### src/rtl/adapter_block_fifo_2_axi_stream_pkt.sv
// +--------------------------------------------------------------------------+
// | adapter_block_fifo_2_axi_stream_pkt                                      |
// | Drains block-FIFO blocks onto a registered AXI Stream master, with       |
// | optional packetisation.                                                  |
// | Revision: 1.0                                                            |
// +--------------------------------------------------------------------------+
`default_nettype none

module adapter_block_fifo_2_axi_stream_pkt #(
  parameter int DATA_WIDTH  = 24,
  parameter int SIZE_WIDTH  = 24,
  parameter int USER_WIDTH  = 4,
  parameter int COUNT_WIDTH = 16
) (
  input  logic                   i_axi_clk,
  input  logic                   rst,
  input  logic                   i_block_fifo_rdy,
  output logic                   o_block_fifo_act,
  input  logic [SIZE_WIDTH-1:0]  i_block_fifo_size,
  input  logic [DATA_WIDTH:0]    i_block_fifo_data,
  output logic                   o_block_fifo_stb,
  input  logic [SIZE_WIDTH-1:0]  i_max_packet,
  input  logic                   i_axi_ready,
  output logic                   o_axi_valid,
  output logic [DATA_WIDTH-1:0]  o_axi_data,
  output logic                   o_axi_last,
  output logic [USER_WIDTH-1:0]  o_axi_user,
  output logic [COUNT_WIDTH-1:0] o_block_count
);

  localparam logic [SIZE_WIDTH:0]    C_ONE_S = {{SIZE_WIDTH{1'b0}}, 1'b1};
  localparam logic [COUNT_WIDTH-1:0] C_ONE_C = {{(COUNT_WIDTH-1){1'b0}}, 1'b1};

  typedef enum logic [1:0] {
    S_IDLE    = 2'd0,
    S_ACTIVE  = 2'd1,
    S_DRAIN   = 2'd2,
    S_RELEASE = 2'd3
  } state_t;

  state_t                 state_q, state_d;
  logic                   act_q, act_d;
  logic [SIZE_WIDTH-1:0]  size_q, size_d;
  logic [SIZE_WIDTH-1:0]  max_q, max_d;
  logic [SIZE_WIDTH-1:0]  count_q, count_d;
  logic [SIZE_WIDTH-1:0]  pkt_q, pkt_d;
  logic                   sop_q, sop_d;
  logic                   valid_q, valid_d;
  logic [DATA_WIDTH-1:0]  data_q, data_d;
  logic                   last_q, last_d;
  logic [USER_WIDTH-1:0]  user_q, user_d;
  logic [COUNT_WIDTH-1:0] blk_q, blk_d;

  logic [SIZE_WIDTH:0] count_inc;
  logic [SIZE_WIDTH:0] pkt_inc;
  logic                final_beat;
  logic                pkt_end;
  logic                beat_last;
  logic                stb;

  // Increments are one bit wider so a maximal block size cannot wrap the compare.
  assign count_inc  = {1'b0, count_q} + C_ONE_S;
  assign pkt_inc    = {1'b0, pkt_q} + C_ONE_S;
  assign final_beat = (count_inc == {1'b0, size_q});
  assign pkt_end    = (max_q != '0) && (max_q < size_q) && (pkt_inc == {1'b0, max_q});
  assign beat_last  = final_beat || pkt_end;
  assign stb        = act_q && (state_q == S_ACTIVE) && (count_q < size_q) &&
                      (!valid_q || i_axi_ready);

  always_comb begin
    state_d = state_q;
    act_d   = act_q;
    size_d  = size_q;
    max_d   = max_q;
    count_d = count_q;
    pkt_d   = pkt_q;
    sop_d   = sop_q;
    valid_d = valid_q;
    data_d  = data_q;
    last_d  = last_q;
    user_d  = user_q;
    blk_d   = blk_q;
    case (state_q)
      S_IDLE: begin
        if (i_block_fifo_rdy && !act_q) begin
          act_d   = 1'b1;
          size_d  = i_block_fifo_size;
          max_d   = i_max_packet;
          count_d = '0;
          pkt_d   = '0;
          sop_d   = 1'b1;
          state_d = (i_block_fifo_size == '0) ? S_RELEASE : S_ACTIVE;
        end
      end
      S_ACTIVE: begin
        if (stb) begin
          data_d    = i_block_fifo_data[DATA_WIDTH-1:0];
          user_d    = '0;
          user_d[1] = sop_q;
          user_d[0] = i_block_fifo_data[DATA_WIDTH];
          last_d    = beat_last;
          valid_d   = 1'b1;
          count_d   = count_inc[SIZE_WIDTH-1:0];
          pkt_d     = beat_last ? '0 : pkt_inc[SIZE_WIDTH-1:0];
          sop_d     = beat_last;
          if (final_beat) begin
            state_d = S_DRAIN;
          end
        end else if (valid_q && i_axi_ready) begin
          valid_d = 1'b0;
        end
      end
      S_DRAIN: begin
        if (!valid_q || i_axi_ready) begin
          valid_d = 1'b0;
          act_d   = 1'b0;
          state_d = S_RELEASE;
        end
      end
      S_RELEASE: begin
        act_d   = 1'b0;
        blk_d   = blk_q + C_ONE_C;
        state_d = S_IDLE;
      end
      default: state_d = S_IDLE;
    endcase
  end

  always_ff @(posedge i_axi_clk) begin
    if (rst) begin
      state_q <= S_IDLE;
      act_q   <= 1'b0;
      size_q  <= '0;
      max_q   <= '0;
      count_q <= '0;
      pkt_q   <= '0;
      sop_q   <= 1'b0;
      valid_q <= 1'b0;
      data_q  <= '0;
      last_q  <= 1'b0;
      user_q  <= '0;
      blk_q   <= '0;
    end else begin
      state_q <= state_d;
      act_q   <= act_d;
      size_q  <= size_d;
      max_q   <= max_d;
      count_q <= count_d;
      pkt_q   <= pkt_d;
      sop_q   <= sop_d;
      valid_q <= valid_d;
      data_q  <= data_d;
      last_q  <= last_d;
      user_q  <= user_d;
      blk_q   <= blk_d;
    end
  end

  assign o_block_fifo_act = act_q;
  assign o_block_fifo_stb = stb;
  assign o_axi_valid      = valid_q;
  assign o_axi_data       = data_q;
  assign o_axi_last       = last_q;
  assign o_axi_user       = user_q;
  assign o_block_count    = blk_q;

endmodule

`default_nettype wire

### config.mk
export PLATFORM = sky130hd
export DESIGN_NAME = adapter_block_fifo_2_axi_stream_pkt
export DESIGN_NICKNAME = d
export VERILOG_FILES = /design/src/rtl/adapter_block_fifo_2_axi_stream_pkt.sv
export SDC_FILE = /design/constraint.sdc
export NUM_CORES = 1
export LEC_CHECK = 0
export BUFFER_PORTS_ARGS = -buffer_cell sky130_fd_sc_hd__buf_2
export CORE_AREA = 2 2 174 176
export CTS_CLUSTER_DIAMETER = 30
export DETAILED_ROUTE_END_ITERATION = 6
export DIE_AREA = 0 0 176 178
export PLACE_DENSITY = 0.54
export SYNTH_ARGS = -nofsm -noshare
export SYNTH_HDL_FRONTEND = slang
export SYNTH_SLANG_ARGS = --single-unit
export TNS_END_PERCENT = 1
### constraint.sdc
create_clock -name i_axi_clk -period 3.5 [get_ports i_axi_clk]
set_clock_uncertainty 0.2 [all_clocks]
set_input_delay 0.35 -clock i_axi_clk [delete_from_list [all_inputs] [get_ports i_axi_clk]]
set_output_delay 0.35 -clock i_axi_clk [all_outputs]
set_load 0.02 [all_outputs]
==> results of run 1 <==
cell usage in the layout (no fill, tap or decap), types with 4 or more instances in the layout:
cell type	n
nand2_1	181
dfxtp_1	136
buf_2	121
a21oi_1	112
nor2_1	97
buf_4	88
dlygate4sd3_1	72
nand3_1	54
ha_1	54
inv_1	46
o21ai_0	39
xnor2_1	37
mux2i_1	35
xor2_1	30
nand4_1	25
nor4_1	17
clkbuf_16	17
nor3_1	16
and3_1	14
or3_1	12
a211oi_1	10
nor2b_1	9
a31oi_1	9
o31ai_1	7
and2_1	7
o22ai_1	7
dfxtp_2	7
o211ai_1	6
a21o_1	6
nor4_4	6
o21a_1	5
o311ai_1	5
clkinv_8	5
o21ai_1	4
a311oi_1	4
nand4b_1	4
inv_8	4
metrics by stage:
stage / setup WS (ns) / util / std cells / hold WS (ns)
2_1_floorplan: 0.2436 / - / 1133 / 0.2491
3_3_place_gp: 0.1023 / 0.3492 / 1662 / 0.2663
3_5_place_dp: 0.06050 / 0.3492 / 1662 / 0.2741
4_1_cts: 0.02431 / 0.3945 / 1766 / 0.05100
5_1_grt: -0.005205 / 0.3987 / 1770 / 0.08583
6_report: 0.1568 / 0.3987 / 1770 / 0.07749
Yosys cell counts, types with 3 or more instances:
cell | n | area [sq um]
a2111oi_0 | 4 | 35.03
a211oi_1 | 11 | 82.58
a21o_1 | 6 | 45.04
a21oi_1 | 113 | 565.5
a311oi_1 | 4 | 35.03
a31oi_1 | 9 | 56.30
and2_1 | 7 | 43.79
and3_1 | 14 | 87.58
and4_1 | 4 | 35.03
buf_1 | 3 | 11.26
buf_2 | 13 | 65.06
buf_4 | 3 | 22.52
clkbuf_1 | 49 | 183.9
dfxtp_1 | 144 | 2883
ha_1 | 55 | 688.2
inv_1 | 46 | 172.7
mux2i_1 | 35 | 350.3
nand2_1 | 183 | 686.9
nand2b_1 | 3 | 18.77
nand3_1 | 56 | 280.3
nand3b_1 | 3 | 22.52
nand4_1 | 25 | 156.4
nand4b_1 | 4 | 35.03
nor2_1 | 98 | 367.9
nor2b_1 | 9 | 56.30
nor3_1 | 16 | 80.08
nor4_1 | 18 | 112.6
nor4_4 | 3 | 63.81
o211ai_1 | 6 | 45.04
o21a_1 | 5 | 37.54
o21ai_0 | 39 | 195.2
o21ai_1 | 4 | 20.02
o221ai_1 | 3 | 26.28
o22ai_1 | 7 | 43.79
o311ai_1 | 5 | 43.79
o31ai_1 | 7 | 52.55
or3_1 | 12 | 75.07
xnor2_1 | 37 | 324.1
xor2_1 | 30 | 262.8
cells by family (layout without fill, tap and decap cells):
family | after synthesis | after routing | synth area share
and+or+nand+nor | 468 | 468 | 0.2586
AOI/OAI and AO/OA | 244 | 244 | 0.1702
DFF | 144 | 144 | 0.3287
buffers and inverters | 117 | 364 | 0.05492
xor gates and xnor gates | 68 | 68 | 0.06876
adders and majority gates | 55 | 55 | 0.07846
muxes | 35 | 35 | 0.03994
other | 1 | 2 | 0.0004275
sequential cells by signal, summed over array words and instances (netlist names):
signal,cells
o_axi_last,1
o_block_count,16
size_q,24
sop_q,1
o_axi_user,2
o_block_fifo_act,1
o_axi_valid,1
max_q,24
pkt_q,24
count_q,24
o_axi_data,24
state_q,2
per-layer routing:
layer	global-route usage	vias to the layer above	wire, um	part of all wire
met4	0.05957	0	675	0.023
met2	0.3102	219	13620	0.47
met5	0	-	0	0
li1	-	4464	-	-
met3	0.03410	34	1471	0.051
met1	0.2368	4196	13030	0.45
worst paths after layout:
| check | cells past startpoint | slack [ns] | endpoint | start |
|---|---|---|---|---|
| setup / recovery | 14 | 0.16 | pkt_q[12]$_SDFFE_PP0P_ | count_q[0]$_SDFFE_PP0P_ |
| hold reg to reg | 2 | 0.28 | pkt_q[16]$_SDFFE_PP0P_ | pkt_q[16]$_SDFFE_PP0P_ |
| hold / removal | 2 | 0.08 | o_axi_data[15]$_SDFFE_PP0P_ | rst |
| setup reg to reg | 14 | 0.16 | pkt_q[12]$_SDFFE_PP0P_ | count_q[0]$_SDFFE_PP0P_ |
timing repair:
action | CTS | global route
resized for setup | 0 | 27
endpoints found under the hold margin | 72 | 0
setup buffers | 0 | 4
endpoints found under the setup margin | 0 | 55
hold buffers | 72 | 0
power groups by stage:
| stage | Combinational, mW | Clock, mW | Sequential, mW |
|---|---|---|---|
| detailed placement | 1.99 | 0 | 2.04 |
| global route | 2.33 | 2.00 | 2.03 |
| floorplan | 1.25 | 0 | 2.02 |
| global placement | 1.97 | 0 | 2.04 |
| CTS | 2.06 | 1.94 | 2.01 |
| finish | 2.09 | 1.90 | 2.00 |
area by class of cell:
type | count | area, sq um
timing repair buffer | 285 | 2049
tap | 390 | 488.0
fill | 3038 | 17680
multi-input combinational | 872 | 5502
sequential | 144 | 2895
clock inverter | 15 | 186.4
clock buffer | 17 | 425.4
inverter | 47 | 176.4
critical path: cells and delay by family (launching register included):
kind	cells	cell delay (ns)
AND/OR/NAND/NOR	8	1.80
buffers and inverters	3	0.47
flip-flops	1	0.34
adder cells (fa/ha/maj)	1	0.19
AO/OA/AOI/OAI	1	0.13
multiplexers	1	0.09
==> out/summary.txt, run 1 <==
=================================================================================
Worst path cell trace                                                ha_2 > buf_4 > and4_2 > nor2_1 > nor4_1 > nand3_1 > nor4_4 > nand3_2 > nor4_4 > nor4_4 > buf_6 > buf_12 > a21oi_1 > mux2i_1
Syn avg cell area                                                     7.748 sq um
Post-placement cell area                                             10,270 sq um
Crit-path most repeated cell                                               nor4_4
Element type at the critical path start                                  register
Min Clock Period, post-route                                             3.343 ns
Worst-case vdd ir drop                                                0.0003094 V
Highest cell delay on the worst timing path                               0.38 ns
Setup TNS                                                                    0 ns
Fraction of power consumed by the clock network                             0.317
Height of the chip                                                         178 um
Gpl congestion                                                             0.9101
Clock slew seen by the registers of the worst setup and hold paths        0.07 ns
Synthesis warning total                                                         0
Final ANT Viol Nets                                                             0
CTS max path bufs                                                               2
Overall routed net length                                               28,800 um
Post-synthesis cell count                                                   1,132
Num ports                                                                     125
Power consumption                                                        5.990 mW
Power share of the sequential group                                         0.334
Maximum net fanout on the critical path                                        16
Maximum number of pins on one net before global-route repair                   60
Share of the clock period used by the worst path                           0.9552
Yosys reg bits                                                                144
Worst Max-Slew Pin Slew                                                 0.8978 ns
Total standard cell area after synthesis                               8771 sq um
Number of port buffers                                                        122
Fraction of registers with async set/reset                                      0
Sw Ratio                                                                   0.3956
Relative contribution of combinational cells to total power                 0.348
# DRC                                                                           0
Area of the core                                                     29,400 sq um
Max-capacitance violation count                                                 0
Initial antenna violation count                                                 0
Number of clock buffers inserted by TritonCTS                                  17
Power per Cell Area                                                  511.0 nW/um^2
Area growth from synthesis to final layout                                 33.65%
Count of flip-flops with a built-in enable after synthesis                      0
First-pass GRT wire length                                              45,460 um
Final Hold Fails                                                                0
Clock latency on the worst-skew pair                                      0.44 ns
Number of global-route vias before repair                                   8,608
Row cnt                                                                        63
Clk sink count                                                                144
Half-perimeter wire length after placement                              20,890 um
Die boundary width                                                         176 um
TritonCTS clock tree                                                          yes
Crit end category                                                        register
Floorplan die area                                                   31,330 sq um
Internal Power                                                           3.620 mW
Number of nets in the final layout                                          1,499
Number of distinct library cells after synthesis                               71
Total track usage                                                          0.1837
Share of synthesized area occupied by flip-flops and latches               0.3287
Highest attainable clock frequency                                     0.2991 GHz
NetSw                                                                    2.370 mW
Relative slew margins                                                      0.4000
DR iter-0 viols                                                               530
Flip-flop cell with the highest count after synthesis                     dfxtp_1
Critical path class                                                       reg2reg
Total grt overflow                                                              0
Arr. time, crit path                                                      3.46 ns
Antenna diode instance count                                                    0
LEAKAGE                                                                  4.731 nW
Hold WC Path Type                                                          in2reg
Max-slew violations                                                             0
Fraction of layout instances using a drive strength above 1                0.2036
Detail-routed via count per cell                                            5.036
Slowest-stage cell, CP                                                     nor4_4
Final Setup Violations                                                          0
Data required time at the worst endpoint                                  3.61 ns
Finished Cell Area                                                   11,720 sq um
Total iterations of the first detailed-routing run                              5
Outcome                                                              complete, no violations
H-tree Lvls                                                                     4
Clock tree root driver cell                                             clkbuf_16
Via Count                                                                   8,913
WL/cell                                                                  16.27 um
Effective utilization at floorplan                                         0.2983
=================================================================================
No activity file was read; power rests on OpenSTA's default activity.
==> inputs of run 2 (changes only) <==
--- a/config.mk
+++ b/config.mk
@@ -5,11 +5,12 @@
 export SDC_FILE = /design/constraint.sdc
 export NUM_CORES = 1
 export LEC_CHECK = 0
+export ABC_AREA = 1
 export BUFFER_PORTS_ARGS = -buffer_cell sky130_fd_sc_hd__buf_2
-export CORE_AREA = 2 2 174 176
+export CORE_AREA = 2 2 178 180
 export CTS_CLUSTER_DIAMETER = 30
 export DETAILED_ROUTE_END_ITERATION = 6
-export DIE_AREA = 0 0 176 178
+export DIE_AREA = 0 0 180 182
 export PLACE_DENSITY = 0.54
 export SYNTH_ARGS = -nofsm -noshare
 export SYNTH_HDL_FRONTEND = slang
==> run 2 against run 1 <==
  * Total power up 32%
  * Worst hold slack worse by 0.072 ns
  * Sequential share of layout area up 1.6 points
  * Flip-flop and latch count unchanged
  * Setup slack better by 0.28 ns
  * Sequential power up 29%
  * Clock power down 6%
  * Register-to-register slack better by 0.34 ns
  * Fmax up 9.1%
  * Die area up 4.6%
  * Critical path type is now reg2out
  * Largest cell class unchanged
  * Highest routed layer unchanged
==> out/summary.txt, run 2 <==
=====================================================================================================
Maximum net fanout on the critical path                                                             9   was 16
Fraction of layout instances using a drive strength above 1                                    0.1510   was 0.2036
Gpl congestion                                                                                 0.8697   was 0.9101
# DRC                                                                                               0   unchanged
Number of nets in the final layout                                                              1,629   was 1,499
Flip-flop cell with the highest count after synthesis                                         dfxtp_1   unchanged
Hold WC Path Type                                                                              in2reg   unchanged
Share of the clock period used by the worst path                                               0.8752   was 0.9552
Overall routed net length                                                                   28,760 um   was 28,800 um
Die boundary width                                                                             180 um   was 176 um
Post-Route Utilization                                                                         0.3531   was 0.3987
Post-synthesis cell type with the largest combined area                                       dfxtp_1   unchanged
Clk sink count                                                                                    144   unchanged
Top post-synthesis cells by count                                                        317 x nand2_1, 152 x nor2_1, 144 x dfxtp_1   was 183 x nand2_1, 144 x dfxtp_1, 113 x a21oi_1
Half-perimeter wire length after placement                                                  21,490 um   was 20,890 um
TritonCTS clock tree                                                                              yes   unchanged
Final Setup Violations                                                                              0   unchanged
Maximum number of pins on one net before global-route repair                                       97   was 60
Num ports                                                                                         125   unchanged
First-pass GRT wire length                                                                  45,630 um   was 45,460 um
Area share of the largest cell type after synthesis                                            0.3169   was 0.3287
Simple-gate portion of the synthesized area                                                    0.3404   was 0.2586
Data required time at the worst endpoint                                                      2.95 ns   was 3.61 ns
Post-synthesis cell count                                                                       1,365   was 1,132
Crit end category                                                                         output port   was register
Area of the core                                                                         30,990 sq um   was 29,400 sq um
Element type at the critical path start                                                      register   unchanged
Min Clock Period, post-route                                                                 3.063 ns   was 3.343 ns
Synthesis warning total                                                                             0   unchanged
RSZ-0062 raised after global routing                                                            false
Syn avg cell area                                                                         6.664 sq um   was 7.748 sq um
Detail-routed via count per cell                                                                4.876   was 5.036
Fraction of registers with async set/reset                                                          0   unchanged
Synthesized-area fraction occupied by xor and xnor cells                                      0.01320   was 0.06876
Slowest-stage cell, CP                                                                        dfxtp_1   was nor4_4
Final Hold Fails                                                                                    0   unchanged
Floorplan die area                                                                       32,760 sq um   was 31,330 sq um
Worst path cell trace                                                                    ha_1 > a21oi_1 > o21ai_0 > a21oi_1 > o21ai_0 > nand2_1 > nand2_1 > inv_1 > buf_2   was ha_2 > buf_4 > and4_2 > nor2_1 > nor4_1 > nand3_1 > nor4_4 > nand3_2 > nor4_4 > nor4_4 > buf_6 > buf_12 > a21oi_1 > mux2i_1
Total track usage                                                                              0.1731   was 0.1837
Fillcell total                                                                                  3,360   was 3,038
Worst Max-Slew Pin Slew                                                                     0.7149 ns   was 0.8978 ns
Highest cell delay on the worst timing path                                                   0.53 ns   was 0.38 ns
Via Count                                                                                       9,323   was 8,913
Most frequent cell after synthesis                                                            nand2_1   unchanged
Arr. time, crit path                                                                          2.51 ns   was 3.46 ns
LEAKAGE                                                                                      4.718 nW   was 4.731 nW
Total standard cell area after synthesis                                                   9096 sq um   was 8771 sq um
H-tree Lvls                                                                                         4   unchanged
Count of flip-flops with a built-in enable after synthesis                                          0   unchanged
Relative slew margins                                                                          0.5190   was 0.4000
Area contributors post-synth                                                             dfxtp_1 32%, nand2_1 13%, ha_1 7.6%, a21oi_1 7.3%, o21ai_0 6.3%   was dfxtp_1 33%, ha_1 7.8%, nand2_1 7.8%, a21oi_1 6.4%, nor2_1 4.2%
Area growth from synthesis to final layout                                                     20.29%   was 33.65%
Clock slew seen by the registers of the worst setup and hold paths                            0.07 ns   about the same
Initial antenna violation count                                                                     1   was 0
Final ANT Viol Nets                                                                                 0   unchanged
Synth Area in Compound Gates                                                                   0.1648   was 0.1702
Most frequent standard cell in the layout excluding fill and tap cells                        nand2_1   unchanged
Number of clock buffers inserted by TritonCTS                                                      17   unchanged
Crit path buffers/inverters                                                                         2   was 3
Share of synthesized area occupied by flip-flops and latches                                   0.3169   was 0.3287
Total iterations of the first detailed-routing run                                                  5   unchanged
Number of global-route vias before repair                                                       8,453   was 8,608
Power per Cell Area                                                                      722.8 nW/um^2   was 511.0 nW/um^2
CTS max path bufs                                                                                   2   unchanged
Critical path class                                                                           reg2out   was reg2reg
Height of the chip                                                                             182 um   was 178 um
Max-slew violations                                                                                 0   unchanged
Commonest cells after routing, fill and taps aside                                       316 x nand2_1, 152 x nor2_1, 144 x dfxtp_1   was 181 x nand2_1, 136 x dfxtp_1, 121 x buf_2
Setup repair bufs after CTS                                                                         0   unchanged
Crit path max-delay family                                                               compound AO/OA/AOI/OAI gates   was simple AND/OR/NAND/NOR gates
Setup TNS                                                                                        0 ns   unchanged
Worst-case vdd ir drop                                                                    0.0004028 V   was 0.0003094 V
Number of distinct library cells after synthesis                                                   42   was 71
Number of port buffers                                                                            122   unchanged
Row cnt                                                                                            65   was 63
Multiplexer fraction of the synthesized cell area                                            0.001100   was 0.03994
DR iter-0 viols                                                                                   646   was 530
Max-capacitance violation count                                                                     0   unchanged
WL/cell                                                                                      15.04 um   was 16.27 um
Total grt overflow                                                                                  0   unchanged
Outcome                                                                                  complete, no violations   unchanged
Clock tree root driver cell                                                                 clkbuf_16   unchanged
Post-synthesis share of cell area spent on full adders, half adders and majority gates        0.07565   was 0.07846
Highest attainable clock frequency                                                         0.3265 GHz   was 0.2991 GHz
Effective utilization at floorplan                                                             0.2936   was 0.2983
Clock latency on the worst-skew pair                                                          0.43 ns   was 0.44 ns
Largest family of logic cells by synthesized area                                        simple AND/OR/NAND/NOR gates   unchanged
Yosys reg bits                                                                                    144   unchanged
Antenna diode instance count                                                                        0   unchanged
=====================================================================================================
## run 2: changes by cell type after synthesis, moves of 19 or more
cell,delta
nand2_1,+134
xnor2_1,-37
mux2i_1,-34
nand3_1,+37
a21oi_1,+19
nor2_1,+54
xor2_1,-24
o21ai_0,+75
inv_1,+92
## run 2: cells by family (layout without fill, tap and decap cells)
family                   after synthesis  after routing
XOR/XNOR                               9              9
AND/OR/NAND/NOR                      678            678
adder cells (fa/ha/maj)               55             55
other                                  1              2
buffers and inverters                196            340
multiplexers                           1              1
flip-flops                           144            144
AO/OA/AOI/OAI                        281            281
## run 2: final timing paths
check | start | endpoint | slack, ns | cells after the start
worst min register to register | o_block_count[15]$_SDFFE_PP0P_ | o_block_count[15]$_SDFFE_PP0P_ | 0.25 | 1
worst min-delay path | i_max_packet[8] | max_q[8]$_SDFFE_PP0P_ | 0.005 | 3
worst max-delay path | count_q[5]$_SDFFE_PP0P_ | o_block_fifo_stb | 0.44 | 9
worst max register to register | count_q[5]$_SDFFE_PP0P_ | pkt_q[20]$_SDFFE_PP0P_ | 0.50 | 15
## run 2: repair_timing
item,CTS,global route
resized for setup,0,0
endpoints found under the hold margin,27,0
hold buffers,27,0
## run 2: per-layer routing
layer,wire length [um],vias up,GRT usage,share of wire
met4,452,0,0.04325,0.016
met5,0,-,0,0
met2,12330,263,0.2677,0.43
met1,14410,4225,0.2483,0.50
li1,-,4807,-,-
met3,1570,28,0.03028,0.055
## run 2: report_power, final
part	total, mW	switching (mW)	internal, mW	leakage (nW)
combinational	3.53	2.27	1.26	3.27
clock	1.79	0.776	1.02	0.273
sequential	2.58	0.504	2.08	1.18
total	7.91	3.55	4.36	4.72
## run 2: worst min-delay path: cells and delay by family
kind            cells  cell delay, ns
compound gates      2            0.17
buf+inv             1            0.07
## run 2: cell type report
class                           instances  area [sq um]  share of cell area
Inverter                              145         544.3             0.04974
Clock buffer                           20         456.7             0.04174
Clock inverter                         12         107.6            0.009834
Multi-Input combinational cell       1026          5436              0.4969
Timing Repair Buffer                  163          1011             0.09240
Sequential cell                       144          2883              0.2635
Tap cell                              402         503.0             0.04597
## run 2: metrics by stage
step	power, mW	cell area, sq um	setup slack (ns)	instances	hold slack, ns
finish	7.908	10940	0.4369	1912	0.005377
detailed placement	6.102	10110	0.5290	1853	0.2413
floorplan	5.020	9100	1.054	1366	0.2378
global route	8.581	10940	0.2262	1912	0.01062
CTS	7.948	10940	0.4863	1912	0.0003221
global placement	6.070	10110	0.5774	1853	0.2352
